===== src/rtl/ysyx_23060025_write_buffer.sv =====
// ysyx_23060025_write_buffer
//   Single-entry write buffer sitting directly behind the dcache. It takes one
//   write per request, either a dirty-line writeback or an uncached
//   byte/half/word store. It then drains that write as one AXI4 write burst
//   (AW/W/B) toward the memory arbiter. in_pwrdy is high only while the entry
//   is empty. The dcache starts a miss or replace only when in_pwrdy is high.
//
//   Ports
//     clock, reset          clock; synchronous active-high reset
//     in_pwr_req ... rdy    request side from the dcache (addr, line data,
//                           strobes, type)
//     out_aw* / out_w* /    AXI4 write address, data and response channels
//     out_b*
//     out_werr              sticky error flag: any non-OKAY bresp since reset
//     chk_addr / chk_hit    read-after-write hazard probe for dcache refills
//
//   Configuration
//     YSYX_23060025_WBUF_RAW_CHECK_EN  when defined, chk_hit compares the line of
//                                      chk_addr against the pending entry.
//                                      Otherwise chk_hit is tied to 0.

module ysyx_23060025_write_buffer #(
    parameter int ADDR_WIDTH            = 32,
    parameter int DATA_WIDTH            = 32,
    parameter int CACHE_LINE_OFF_ADDR_W = 4
) (
    input  logic                                     clock,
    input  logic                                     reset,
    input  logic                                     in_pwr_req,
    input  logic [ADDR_WIDTH-1:0]                    in_pwaddr,
    input  logic [8*(1<<CACHE_LINE_OFF_ADDR_W)-1:0]  in_pwdata,
    input  logic [3:0]                               in_pwstrb,
    input  logic [2:0]                               in_pwtype,
    output logic                                     in_pwrdy,
    output logic                                     out_awvalid,
    input  logic                                     out_awready,
    output logic [ADDR_WIDTH-1:0]                    out_awaddr,
    output logic [7:0]                               out_awlen,
    output logic [2:0]                               out_awsize,
    output logic [1:0]                               out_awburst,
    output logic                                     out_wvalid,
    input  logic                                     out_wready,
    output logic [DATA_WIDTH-1:0]                    out_wdata,
    output logic [3:0]                               out_wstrb,
    output logic                                     out_wlast,
    input  logic                                     out_bvalid,
    output logic                                     out_bready,
    input  logic [1:0]                               out_bresp,
    output logic                                     out_werr,
    input  logic [ADDR_WIDTH-1:0]                    chk_addr,
    output logic                                     chk_hit
);

    localparam int BEATS = (1 << CACHE_LINE_OFF_ADDR_W) / 4;
    localparam int CNT_W = (BEATS > 1) ? $clog2(BEATS) : 1;

    typedef enum logic [1:0] {IDLE, SEND, RESP} state_t;

    state_t state, state_nxt;

    // Buffered write entry.
    logic [ADDR_WIDTH-1:0]             e_addr;
    logic [BEATS-1:0][DATA_WIDTH-1:0]  e_data;
    logic [3:0]                        e_strb;
    logic                              e_line;
    logic [2:0]                        e_size;

    logic             aw_done;  // AW handshake already taken this burst
    logic             w_done;   // wlast handshake already taken this burst
    logic [CNT_W-1:0] beat;

    logic aw_hs, w_hs, last_beat, w_last_hs, accept;

    assign accept    = (state == IDLE) && in_pwr_req;
    assign aw_hs     = out_awvalid && out_awready;
    assign w_hs      = out_wvalid && out_wready;
    assign last_beat = !e_line || (beat == CNT_W'(BEATS - 1));
    assign w_last_hs = w_hs && last_beat;

    // Entry capture. Requests outside IDLE never reach the entry.
    always_ff @(posedge clock) begin
        if (accept) begin
            e_addr <= in_pwaddr;
            e_data <= in_pwdata;
            e_strb <= in_pwstrb;
            e_line <= (in_pwtype == 3'b100);
            // Byte and half keep their native size; all other encodings act as word.
            case (in_pwtype)
                3'b000:  e_size <= 3'b000;
                3'b001:  e_size <= 3'b001;
                default: e_size <= 3'b010;
            endcase
        end
    end

    always_ff @(posedge clock) begin
        if (reset) begin
            state    <= IDLE;
            aw_done  <= 1'b0;
            w_done   <= 1'b0;
            beat     <= '0;
            out_werr <= 1'b0;
        end else begin
            state <= state_nxt;
            if (state == IDLE) begin
                aw_done <= 1'b0;
                w_done  <= 1'b0;
                beat    <= '0;
            end
            if (aw_hs) aw_done <= 1'b1;
            if (w_hs) begin
                if (last_beat) w_done <= 1'b1;
                else           beat   <= beat + 1'b1;
            end
            if (state == RESP && out_bvalid && out_bresp != 2'b00) out_werr <= 1'b1;
        end
    end

    always_comb begin
        state_nxt = state;
        case (state)
            IDLE: if (in_pwr_req) state_nxt = SEND;
            // AW and the final W beat may complete in either order or together.
            SEND: if ((aw_done || aw_hs) && (w_done || w_last_hs)) state_nxt = RESP;
            RESP: if (out_bvalid) state_nxt = IDLE;
            default: state_nxt = IDLE;
        endcase
    end

    assign in_pwrdy    = (state == IDLE);
    assign out_awvalid = (state == SEND) && !aw_done;
    assign out_wvalid  = (state == SEND) && !w_done;
    assign out_bready  = (state == RESP);

    // Payloads are derived only from the entry and the beat counter, so they
    // stay stable while a valid waits for its ready.
    assign out_awaddr  = e_addr;
    assign out_awlen   = e_line ? 8'(BEATS - 1) : 8'd0;
    assign out_awsize  = e_line ? 3'b010 : e_size;
    assign out_awburst = 2'b01;
    assign out_wdata   = e_line ? e_data[beat] : e_data[0];
    assign out_wstrb   = e_line ? 4'hF : e_strb;
    assign out_wlast   = last_beat;

`ifdef YSYX_23060025_WBUF_RAW_CHECK_EN
    assign chk_hit = (state != IDLE) &&
        (chk_addr[ADDR_WIDTH-1:CACHE_LINE_OFF_ADDR_W] == e_addr[ADDR_WIDTH-1:CACHE_LINE_OFF_ADDR_W]);
`else
    logic unused_chk;
    assign unused_chk = ^chk_addr;
    assign chk_hit    = 1'b0;
`endif

endmodule

===== config.mk =====
export PLATFORM = sky130hd
export DESIGN_NAME = ysyx_23060025_write_buffer
export DESIGN_NICKNAME = d
export VERILOG_FILES = /design/src/rtl/ysyx_23060025_write_buffer.sv
export SDC_FILE = /design/constraint.sdc
export NUM_CORES = 1
export LEC_CHECK = 0
export CORE_ASPECT_RATIO = 2
export CORE_MARGIN = 3
export CORE_UTILIZATION = 42
export CTS_CLUSTER_DIAMETER = 60
export DETAILED_ROUTE_END_ITERATION = 7
export GPL_TIMING_DRIVEN = 1
export PLACE_DENSITY = 0.86
export SKIP_LAST_GASP = 1
export SYNTH_ARGS = -nofsm -noshare
export SYNTH_HDL_FRONTEND = slang
export SYNTH_SLANG_ARGS = --single-unit

===== constraint.sdc =====
create_clock -name clock -period 7 [get_ports clock]
set_input_delay 1.4 -clock clock [delete_from_list [all_inputs] [get_ports clock]]
set_output_delay 1.4 -clock clock [all_outputs]
set_load 0.05 [all_outputs]

# Word level (Yosys, flattened, before mapping)
# Cells that the tools add are included.
# word_totals
in_bits	207
romBits	0
wordCells	62
regBits	175
output_inout_bits	88
n_memories	0
mem_bits_rw	0
latchBits	0
# classes
eq_ne	8
div_mod_pow	0
magnitude_cmp	1
n_shift	0
n_reduce_logical	20
n_mul	0
add_sub_neg	1
n_mux	19
bitwise	0
# ops
cell	n
32-bit binary-select mux with 2-bit select	1
32-bit two-way mux	2
2-bit two-way mux	7
1-bit logical AND	9
2-bit != test (second input constant)	3
2-bit case mux with 3 select lines	1
1-bit two-way mux	5
2-bit == test (second input constant)	2
4-bit two-way mux	1
2-bit case mux with 2 select lines	1
2-bit nonzero test	2
3-bit by 1-bit == test with 1-bit output (second input constant)	1
3-bit == test (second input constant)	1
1-bit zero test	3
3-bit zero test	1
1-bit logical OR	3
2-bit by 3-bit < comparator with 1-bit output (second input constant)	1
3-bit two-way mux	1
3-bit AND reduction	1
2-bit by 1-bit adder with 2-bit output (second input constant)	1
2-bit by 1-bit == test with 1-bit output (second input constant)	1
2-bit zero test	1

# Longest topological paths before layout
# Gate-level depths: netlist of run 1.
# depth
depth_word	8
ltp_mapped	6
depth_no_buf	5

# Least setup slack after synthesis of run 1
# OpenSTA, ideal clock, no wires.
# synth_path
path_type	input to register
startpoint	input in_pwr_req
endpoint	register e_data[0] in the netlist's numbering, enable pin
path_stages	1
slack_ps	1252
arrival_ps	5202
n_path_buf	0
required_ps	6454
setup_ps	546
path_cell_list	and2_1
# synth_between
elab_chain_len	1
# synth_lines
item	line_no	source
start, declared	29	input logic in_pwr_req,
1-bit logical AND	74	assign accept = (state == IDLE) && in_pwr_req;
end signal, assigned	84	e_data <= in_pwdata;
end, declared	63	logic [BEATS-1:0][DATA_WIDTH-1:0] e_data;
# No other way between the ends.
# A chain may end at the register's enable or synchronous reset.

# Worst setup path in the final report of run 1
# layout_path
startpoint	register beat[1]
endpoint	output out_wdata[11]
# layout_between
elab_chain_len	3
# layout_lines
item	line_no	source
start, declared	70	logic [CNT_W-1:0] beat;
start signal, assigned	113	else beat <= beat + 1'b1;
32-bit binary-select mux with 2-bit select	141	assign out_wdata = e_line ? e_data[beat] : e_data[0];
32-bit two-way mux (implied by the code)	141	
32-bit two-way mux	141	
end, declared	43	output logic [DATA_WIDTH-1:0] out_wdata,
# No other way between the ends. The select of a mux whose other input is x is not followed.

==> results.txt, run 1 <==
On the final layout, the worst clock skew is between 0.005 and 0.006 ns. Traced cell by cell, the critical path runs through mux2_2 -> o22ai_1 -> a21oi_1 -> clkdlybuf4s50_1. STA classifies the critical path endpoint as a primary output. The final worst slack is 2.64 ns. The fraction of final layout cells with drive strength greater than 1 is 10.3%. Static timing analysis puts the maximum clock frequency at 230 MHz. The setup path with the least slack is of type reg2out. The count of maximum capacitance violations came out at 0.

The clock net sink count came out at 174. Summed over all nets, wire length on met3 after detailed routing comes to 1.09 mm. The simple logic cell fraction of the synthesized area came out at 5.94%. The area of all placed cells without fillers came out at 9980 um^2. The placed instance area came out at 9430 um^2. The post-synthesis instance total is between 400 and 500.

The die span in y is approximately 190 um. The placeable core region came out at 15900 um^2. The clock-pin slew on the worst setup and hold paths came out at 0.06 ns. In this run the deepest clock path goes through 2 buffers. On the critical path the largest part of the delay comes from flip-flops. The highest metal layer carrying signal wires in the routed design is met4.

The max-slew violation count is 0. The complex-gate fraction of the synthesized area came out at 8.81%. The number of cells upsized or downsized after cts came out at 0. Power spread over the standard cell area amounts to 258 nW/um^2. The summed instance area of the synthesized netlist came out at 6800 um^2. The clock latency reported for the late side of the worst-skew pair came out at 0.42 ns. The via count of the first global-routing pass came out at 4777. The proportion of synthesized area in mux cells came out at under 10%.

The average instance in the mapped netlist occupies 16.2 um^2. STA classifies the critical path startpoint as a flip-flop. The wire length on met2 came out at 9.89 mm. The number of vias in the routed layout came out at about 4600. After detailed routing, the number of remaining DRC violations is 0. The die covers 17800 um^2. The number of placed instances with taps included is ~850. The time the final worst path needs with I/O delays and setup came out at 4.36 ns.

The area growth from synthesis to layout is 46.7%. In this run the worst path has a maximum fanout of 98. The highest ir drop seen on vdd came out at 0.210 mV. The largest incremental delay on the critical path came out at 1.03 ns. The setup TNS after final layout came out at 0 ns. The sequential element share of the synthesized area came out at between 70 and 80%. The per-cell routed wire length came out at just over 20 um. The wire length after detailed routing is 17.7 mm.

The wire length on met1 is 6.05 mm. The number of distinct library cells after synthesis came out at 35. The run finished with clean final reports. The tightest slew margin relative to the limit came out at 27.6%. After clock tree synthesis, the setup repair step added 0 buffers.

During placement, the flow inserted port buffers numbering 252. The analysis attributes to cell leakage a power of 3.34 nW. The number of rows in the core area came out at 65. Yosys attributes the largest share of cell area to sky130_fd_sc_hd__edfxtp_1, sky130_fd_sc_hd__mux2_2, sky130_fd_sc_hd__nand3b_1.

The count of endpoints failing hold in the final timing report is 0. The all-layer global routing usage is 19.5%. The completed layout was analyzed and its total power is 2.58 mW.

The final HPWL from detailed placement came out at 12.3 mm. For this design, the slowest cell found on the critical path is sky130_fd_sc_hd__dfxtp_4. The initial antenna violation count was 0. The required time of the critical path came out at 5.60 ns. The post-place setup slack came out at a little over 3 ns.

The synthesized flop and latch total is 174. The final instance count without filler cells came out at 880. Counting both buffers and inverters, the worst setup path holds a total of 1.

The warning count from the yosys run came out at 0. TritonCTS built the clock tree. Setup violations remaining at the end of the flow were counted as 0. After synthesis, the largest family of logic cells by area is compound AO/OA/AOI/OAI gates.

For the worst setup path, the data arrival time is 2.96 ns. The transition at the pin with the smallest max-transition slack is around 1.1 ns. The portion of the clock cycle consumed by the worst path in the final layout is between 60% and 70%. The count of nets after finishing is ~870. The first-pass GRT wire length is 25.4 mm. The number of hold-repair buffers added at the cts stage is 0. The final RePlAce weighted congestion is roughly 0.85. The remaining global-route overflow is 0. The synthesized design devotes to its leading area cell type roughly 74% of total area.

During I/O placement, the number of pins put on the boundary was slightly below 300. The xor-xnor portion of the synthesized cell area is 0%. Summed over all instances, the cell type with the most area after synthesis is sky130_fd_sc_hd__edfxtp_1. Setup repair after global routing left no endpoint under its margin. The routed via count divided by cell count came out at 5.20. The number of antenna-violating nets in the routed design is 0. CTS placed an instance of sky130_fd_sc_hd__clkbuf_16 at the clock tree root. Buffers inserted during clock tree synthesis total 17. The H-tree was split into 4 levels. The effective utilization at floorplan is 42.9%. Entering global routing, the biggest net connects 99 pins. The iteration-0 DRC count of the detailed router came out at between 200 and 300.

The fraction of the mapped netlist area in adder cells came out at 0.184%. The number of detailed-routing iterations run before antenna repair came out at 4. From left edge to right edge, the die measures 96.0 um.

The min-delay analysis places its worst path in the category reg2reg.
## path summary, 6_finish.rpt
check                              from                     to  slack (ns)  depth (start not counted)
setup / recovery     beat[1]$_SDFF_PP0_          out_wdata[11]        2.64                          4
hold / removal    out_werr$_SDFFE_PP0P_  out_werr$_SDFFE_PP0P_        0.53                          2
setup reg to reg  state[1]$_SDFFE_PP0P_   e_data[35]$_DFFE_PP_        4.48                          3
hold reg to reg   out_werr$_SDFFE_PP0P_  out_werr$_SDFFE_PP0P_        0.53                          2
## per-stage QoR
| stage | hold slack [ns] | utilization, % |
|---|---|---|
| global placement | 0.454 | 59.4 |
| finish | 0.527 | 62.9 |
| floorplan | 0.509 | - |
| CTS | 0.523 | 62.9 |
| detailed placement | 0.504 | 59.4 |
| global route | 0.565 | 62.9 |
## worst reg2reg max path: stages (launching register included)
cell and delay [ns]:
sky130_fd_sc_hd__dfxtp_1 0.39, sky130_fd_sc_hd__nor2_1 0.34, sky130_fd_sc_hd__and2_4 0.90, sky130_fd_sc_hd__buf_12 0.47
## placed cells by master, fill, tap and decap left out, types with 3 or more instances in the layout
cell type                           n
sky130_fd_sc_hd__o21ai_0           33
sky130_fd_sc_hd__inv_1              5
sky130_fd_sc_hd__nor2_1             5
sky130_fd_sc_hd__nand3b_1          31
sky130_fd_sc_hd__a21oi_1           38
sky130_fd_sc_hd__conb_1            10
sky130_fd_sc_hd__o22ai_1           33
sky130_fd_sc_hd__buf_4              3
sky130_fd_sc_hd__clkinvlp_4         4
sky130_fd_sc_hd__clkbuf_16         17
sky130_fd_sc_hd__dfxtp_1            6
sky130_fd_sc_hd__or2_2              6
sky130_fd_sc_hd__mux2_2            24
sky130_fd_sc_hd__nor3_1             3
sky130_fd_sc_hd__clkdlybuf4s50_1  252
sky130_fd_sc_hd__nand2_1            3
sky130_fd_sc_hd__clkinv_4           3
sky130_fd_sc_hd__edfxtp_1         167
sky130_fd_sc_hd__mux2_1             8
## cell type report
type | instances | area [um^2]
antenna | 1 | 2.50
clock buffer | 19 | 433
clock inverter | 13 | 118
fill | 1149 | 5880
inverter | 5 | 18.8
multi-input combinational | 211 | 1430
sequential | 174 | 5160
tap | 201 | 251
timing repair buffer | 256 | 2560
## kinds of logic (layout without fill, tap and decap cells)
group,count (synthesis),after routing
other cells,2,11
simple gates,58,58
flops,174,174
buf+inv,43,293
fa+ha+maj,1,1
mux,33,33
compound gates,109,109
## power breakdown
| part | leakage (nW) | internal, mW | switching, mW |
|---|---|---|---|
| logic | 1.43 | 0.182 | 0.256 |
| registers | 1.65 | 1.23 | 0.0234 |
| clock network | 0.257 | 0.491 | 0.391 |
## routing by layer
metal / vias up / track usage [%]
met5: - / 0
met2: 223 / 35.2
met3: 35 / 4.53
li1: 2103 / -
met4: 0 / 10.3
met1: 2214 / 20.3
## synth_stat cells
cell,number
sky130_fd_sc_hd__o21ai_0,33
sky130_fd_sc_hd__ha_1,1
sky130_fd_sc_hd__nand3_2,1
sky130_fd_sc_hd__clkbuf_1,6
sky130_fd_sc_hd__nor2b_1,1
sky130_fd_sc_hd__mux2_4,1
sky130_fd_sc_hd__nor4b_1,1
sky130_fd_sc_hd__nor2b_2,1
sky130_fd_sc_hd__dfxtp_1,7
sky130_fd_sc_hd__buf_2,8
sky130_fd_sc_hd__edfxtp_1,167
sky130_fd_sc_hd__and2b_2,1
sky130_fd_sc_hd__mux2_1,8
sky130_fd_sc_hd__or2_2,6
sky130_fd_sc_hd__buf_1,7
sky130_fd_sc_hd__nand2_1,3
sky130_fd_sc_hd__buf_6,3
sky130_fd_sc_hd__mux2_2,24
sky130_fd_sc_hd__nor2_1,5
sky130_fd_sc_hd__conb_1,2
sky130_fd_sc_hd__a31o_1,1
sky130_fd_sc_hd__a21oi_1,38
sky130_fd_sc_hd__o31ai_1,1
sky130_fd_sc_hd__nand4_1,1
sky130_fd_sc_hd__buf_4,14
sky130_fd_sc_hd__nand3b_1,31
sky130_fd_sc_hd__and2_1,1
sky130_fd_sc_hd__nor3b_1,2
sky130_fd_sc_hd__o22ai_1,33
sky130_fd_sc_hd__o21a_1,1
sky130_fd_sc_hd__a31oi_1,1
sky130_fd_sc_hd__inv_1,5
sky130_fd_sc_hd__nor3_1,3
sky130_fd_sc_hd__nor3b_4,1
sky130_fd_sc_hd__o211ai_1,1
## state kept, by name (all words and copies together) (netlist names)
name        count
e_size          2
aw_done         1
out_werr        1
out_awaddr     32
beat            2
w_done          1
e_data        128
e_strb          4
state           2
e_line          1
Power figures use the tool's default switching activity.
==> inputs of run 2 (changes only) <==
==> constraint.sdc (replaced) <==
create_clock -name clock -period 4.5 [get_ports clock]
set_input_delay 0.9 -clock clock [delete_from_list [all_inputs] [get_ports clock]]
set_output_delay 0.9 -clock clock [all_outputs]
set_load 0.05 [all_outputs]
==> run 2 against run 1 <==
Against the previous run: count of clock-buffer cells in the layout decreased by 2; setup slack lost 1.9 ns; cell count rose by 0.34%; wire length is 2.8% higher; global-route usage rose by 0.83 points; non-clock buffer count rose by 4; combinational power rose by 57%; critical path depth unchanged; sequential share of layout area is 0.25 points lower; first-iteration DRC count grew 12%; clock power increased by 64%; critical path type unchanged; largest power group unchanged.
==> results.txt, run 2 (synthesis gave the netlist of run 1 again) <==
In this run the vertical extent of the chip is 186 um. In the global route stage, overall resource usage came out at 20.3%. The final worst slack came out at 0.713 ns.

The largest incremental delay on the critical path came out at 0.99 ns. The pre-antenna-repair detailed-routing pass consisted of 5 iterations. In the final routed layout, each cell accounts on average for 20.6 um. For this design the top-level I/O count stands at 295. The clock net sink count came out at 174. Cells with a size suffix above 1 make up 12.2% of the layout. The iteration-0 DRC count of the detailed router came out at between 300 and 400. The analysis attributes to cell leakage a power of 3.40 nW. The count of endpoints failing hold in the final timing report came out at 0. The number of antenna-violating nets in the routed design came out at 0. The post-place setup slack came out at 1.15 ns. After clock tree synthesis, the repair step resized 0 gates.

The fmax came out at roughly 260 MHz. The effective utilization at floorplan came out at 42.9%. The slowest stage of the critical path belongs to the cell sky130_fd_sc_hd__dfxtp_4.

At the pin with the least slew margin, the transition time is just under 1 ns. After detailed routing, the number of vias per cell comes to roughly 5.2. Clock tree synthesis selected as its root buffer the cell sky130_fd_sc_hd__clkbuf_16.

The max-slew violation count came out at 0. The worst setup path is launched from a flip-flop. The number of hold-repair buffers added at the cts stage is 0. In this run the tightest slew margin relative to its limit is 34.8%. The minimum setup slack among reg-to-reg paths is around 2.4 ns. The number of fill cells is 1156.

The setup TNS after final layout came out at 0 ns. The antenna diode count is 0. The required time of the critical path is 3.60 ns. The final HPWL from detailed placement came out at about 13 mm.

Max-cap violations in this run came to 0. The arrival time at the worst endpoint came out at between 2 and 3 ns. Along the worst path, the maximum fanout reaches 89. TritonCTS built the clock tree.

The initial antenna violation count is 0. The placeable core region came out at between 15000 and 20000 um^2. Ranked by flip-flop count, first place goes to e_data. The number of buffers added for setup after CTS is 0. The most common cell after layout, fill and taps aside is sky130_fd_sc_hd__clkdlybuf4s50_1.

The final RePlAce weighted congestion is 0.808. The count of nets after finishing is 877. The startpoint-to-endpoint class of the critical path is reg2out. The maximum clock skew at final layout is 0.00946 ns. The area enclosed by the die boundary came out at 17800 um^2.

The worst-case IR drop observed on VDD is 0.314 mV. The CTS buffer count came out at 17. The remaining global-route overflow came out at 0. The power density relative to cell area is 408 nW/um^2. The timing endpoint of the critical path is out_wdata[1]. The first-pass GRT wire length came out at 26.5 mm.

Walking the worst path, the cells encountered are buf_4 -> o21ai_0 -> a21oi_1 -> clkdlybuf4s50_1. The depth of the CTS H-tree came out at 4. Registers take 5160 um^2. The clock-pin slew on the worst setup and hold paths is 0.06 ns. The synthesis-to-layout area growth came out at 47.4%.

The number of DRC violations after detailed routing came out at 0. The number of failing setup endpoints in the final timing report came out at 0. In the finished design, the share of the clock period the worst path needs comes to 84.2%.

The clock latency reported for the late side of the worst-skew pair came out at 0.42 ns. The time the final worst path needs with I/O delays and setup came out at between 3 and 4 ns. The number of rows in the core area came out at 65. The kind of capture point of the worst setup path is a primary output.

The run finished with clean final reports. In this run the critical register-to-register path is launched from state[1]$_SDFFE_PP0P_. The path class of the tightest hold or removal check is reg2reg. The library cells used most frequently in the layout, excluding fill and tap cells, are sky130_fd_sc_hd__clkdlybuf4s50_1, sky130_fd_sc_hd__edfxtp_1, sky130_fd_sc_hd__a21oi_1. The destination of the worst register-to-register timing path is e_data[61]$_DFFE_PP_. The number of input and output port buffers inserted is 252. Detailed routing inserted a total of 4634 vias. The clock passes through at most 2 buffers. Entering global routing, the biggest net connects 90 pins. The cell count of the worst reg-to-reg path came out at 3. The wire length after detailed routing came out at between 15 and 20 mm. The combined area of the multi-input logic cells came out at 1430 um^2. From left edge to right edge, the die measures 96.0 um. Setup repair after global routing left no endpoint under its margin. The via count of the first global-routing pass is 5053.

The register with the most flip-flops in the layout has ~130 of them. The startpoint of the worst setup timing path is beat[1]$_SDFF_PP0_.
-- run 2: worst min-delay path by stage --
stage / from / to / slack, ns / cells past startpoint
global placement: out_werr$_SDFFE_PP0P_ / out_werr$_SDFFE_PP0P_ / 0.46 / 2
floorplan: aw_done$_SDFFE_PP0P_ / aw_done$_SDFFE_PP0P_ / 0.51 / 2
global route: out_werr$_SDFFE_PP0P_ / out_werr$_SDFFE_PP0P_ / 0.50 / 2
detailed placement: out_werr$_SDFFE_PP0P_ / out_werr$_SDFFE_PP0P_ / 0.48 / 2
finish: out_werr$_SDFFE_PP0P_ / out_werr$_SDFFE_PP0P_ / 0.49 / 2
CTS: out_werr$_SDFFE_PP0P_ / out_werr$_SDFFE_PP0P_ / 0.49 / 2
-- run 2: metrics by stage --
step	power [mW]	utilization (%)	instances	hold WS (ns)	instance area, um^2
4_1_cts	4.12	63.2	883	0.492	10000
5_1_grt	4.23	63.2	883	0.502	10000
6_report	4.09	63.2	883	0.486	10000
3_3_place_gp	2.65	59.5	851	0.462	9440
2_1_floorplan	2.37	-	428	0.509	6830
3_5_place_dp	2.68	59.5	851	0.476	9440
-- run 2: final cells by class --
cell class	count	share of cell area, %
clock inverters	15	1.60
clock buffers	17	4.24
multi-input cells	211	14.3
flip-flops and latches	174	51.5
repair buffers	260	25.7
inverters	5	0.187
well taps	201	2.51
-- run 2: routing by layer --
metal | global-route usage, % | part of all wire (%) | vias up
met4 | 11.7 | 4.0 | 0
li1 | - | - | 2112
met3 | 5.14 | 5.8 | 47
met5 | 0 | 0 | -
met1 | 20.8 | 33 | 2256
met2 | 36.4 | 57 | 219
-- run 2: report_power, final --
part / total, mW / switching, mW / internal (mW)
registers: 1.96 / 0.0375 / 1.92
logic: 0.686 / 0.402 / 0.284
clock network: 1.45 / 0.618 / 0.827
-- run 2: critical path: cells and delay by family, from the launching register on --
kind            cells  cell delay (ns)
buf+inv             2             1.16
flops               1             0.99
compound gates      2             0.29
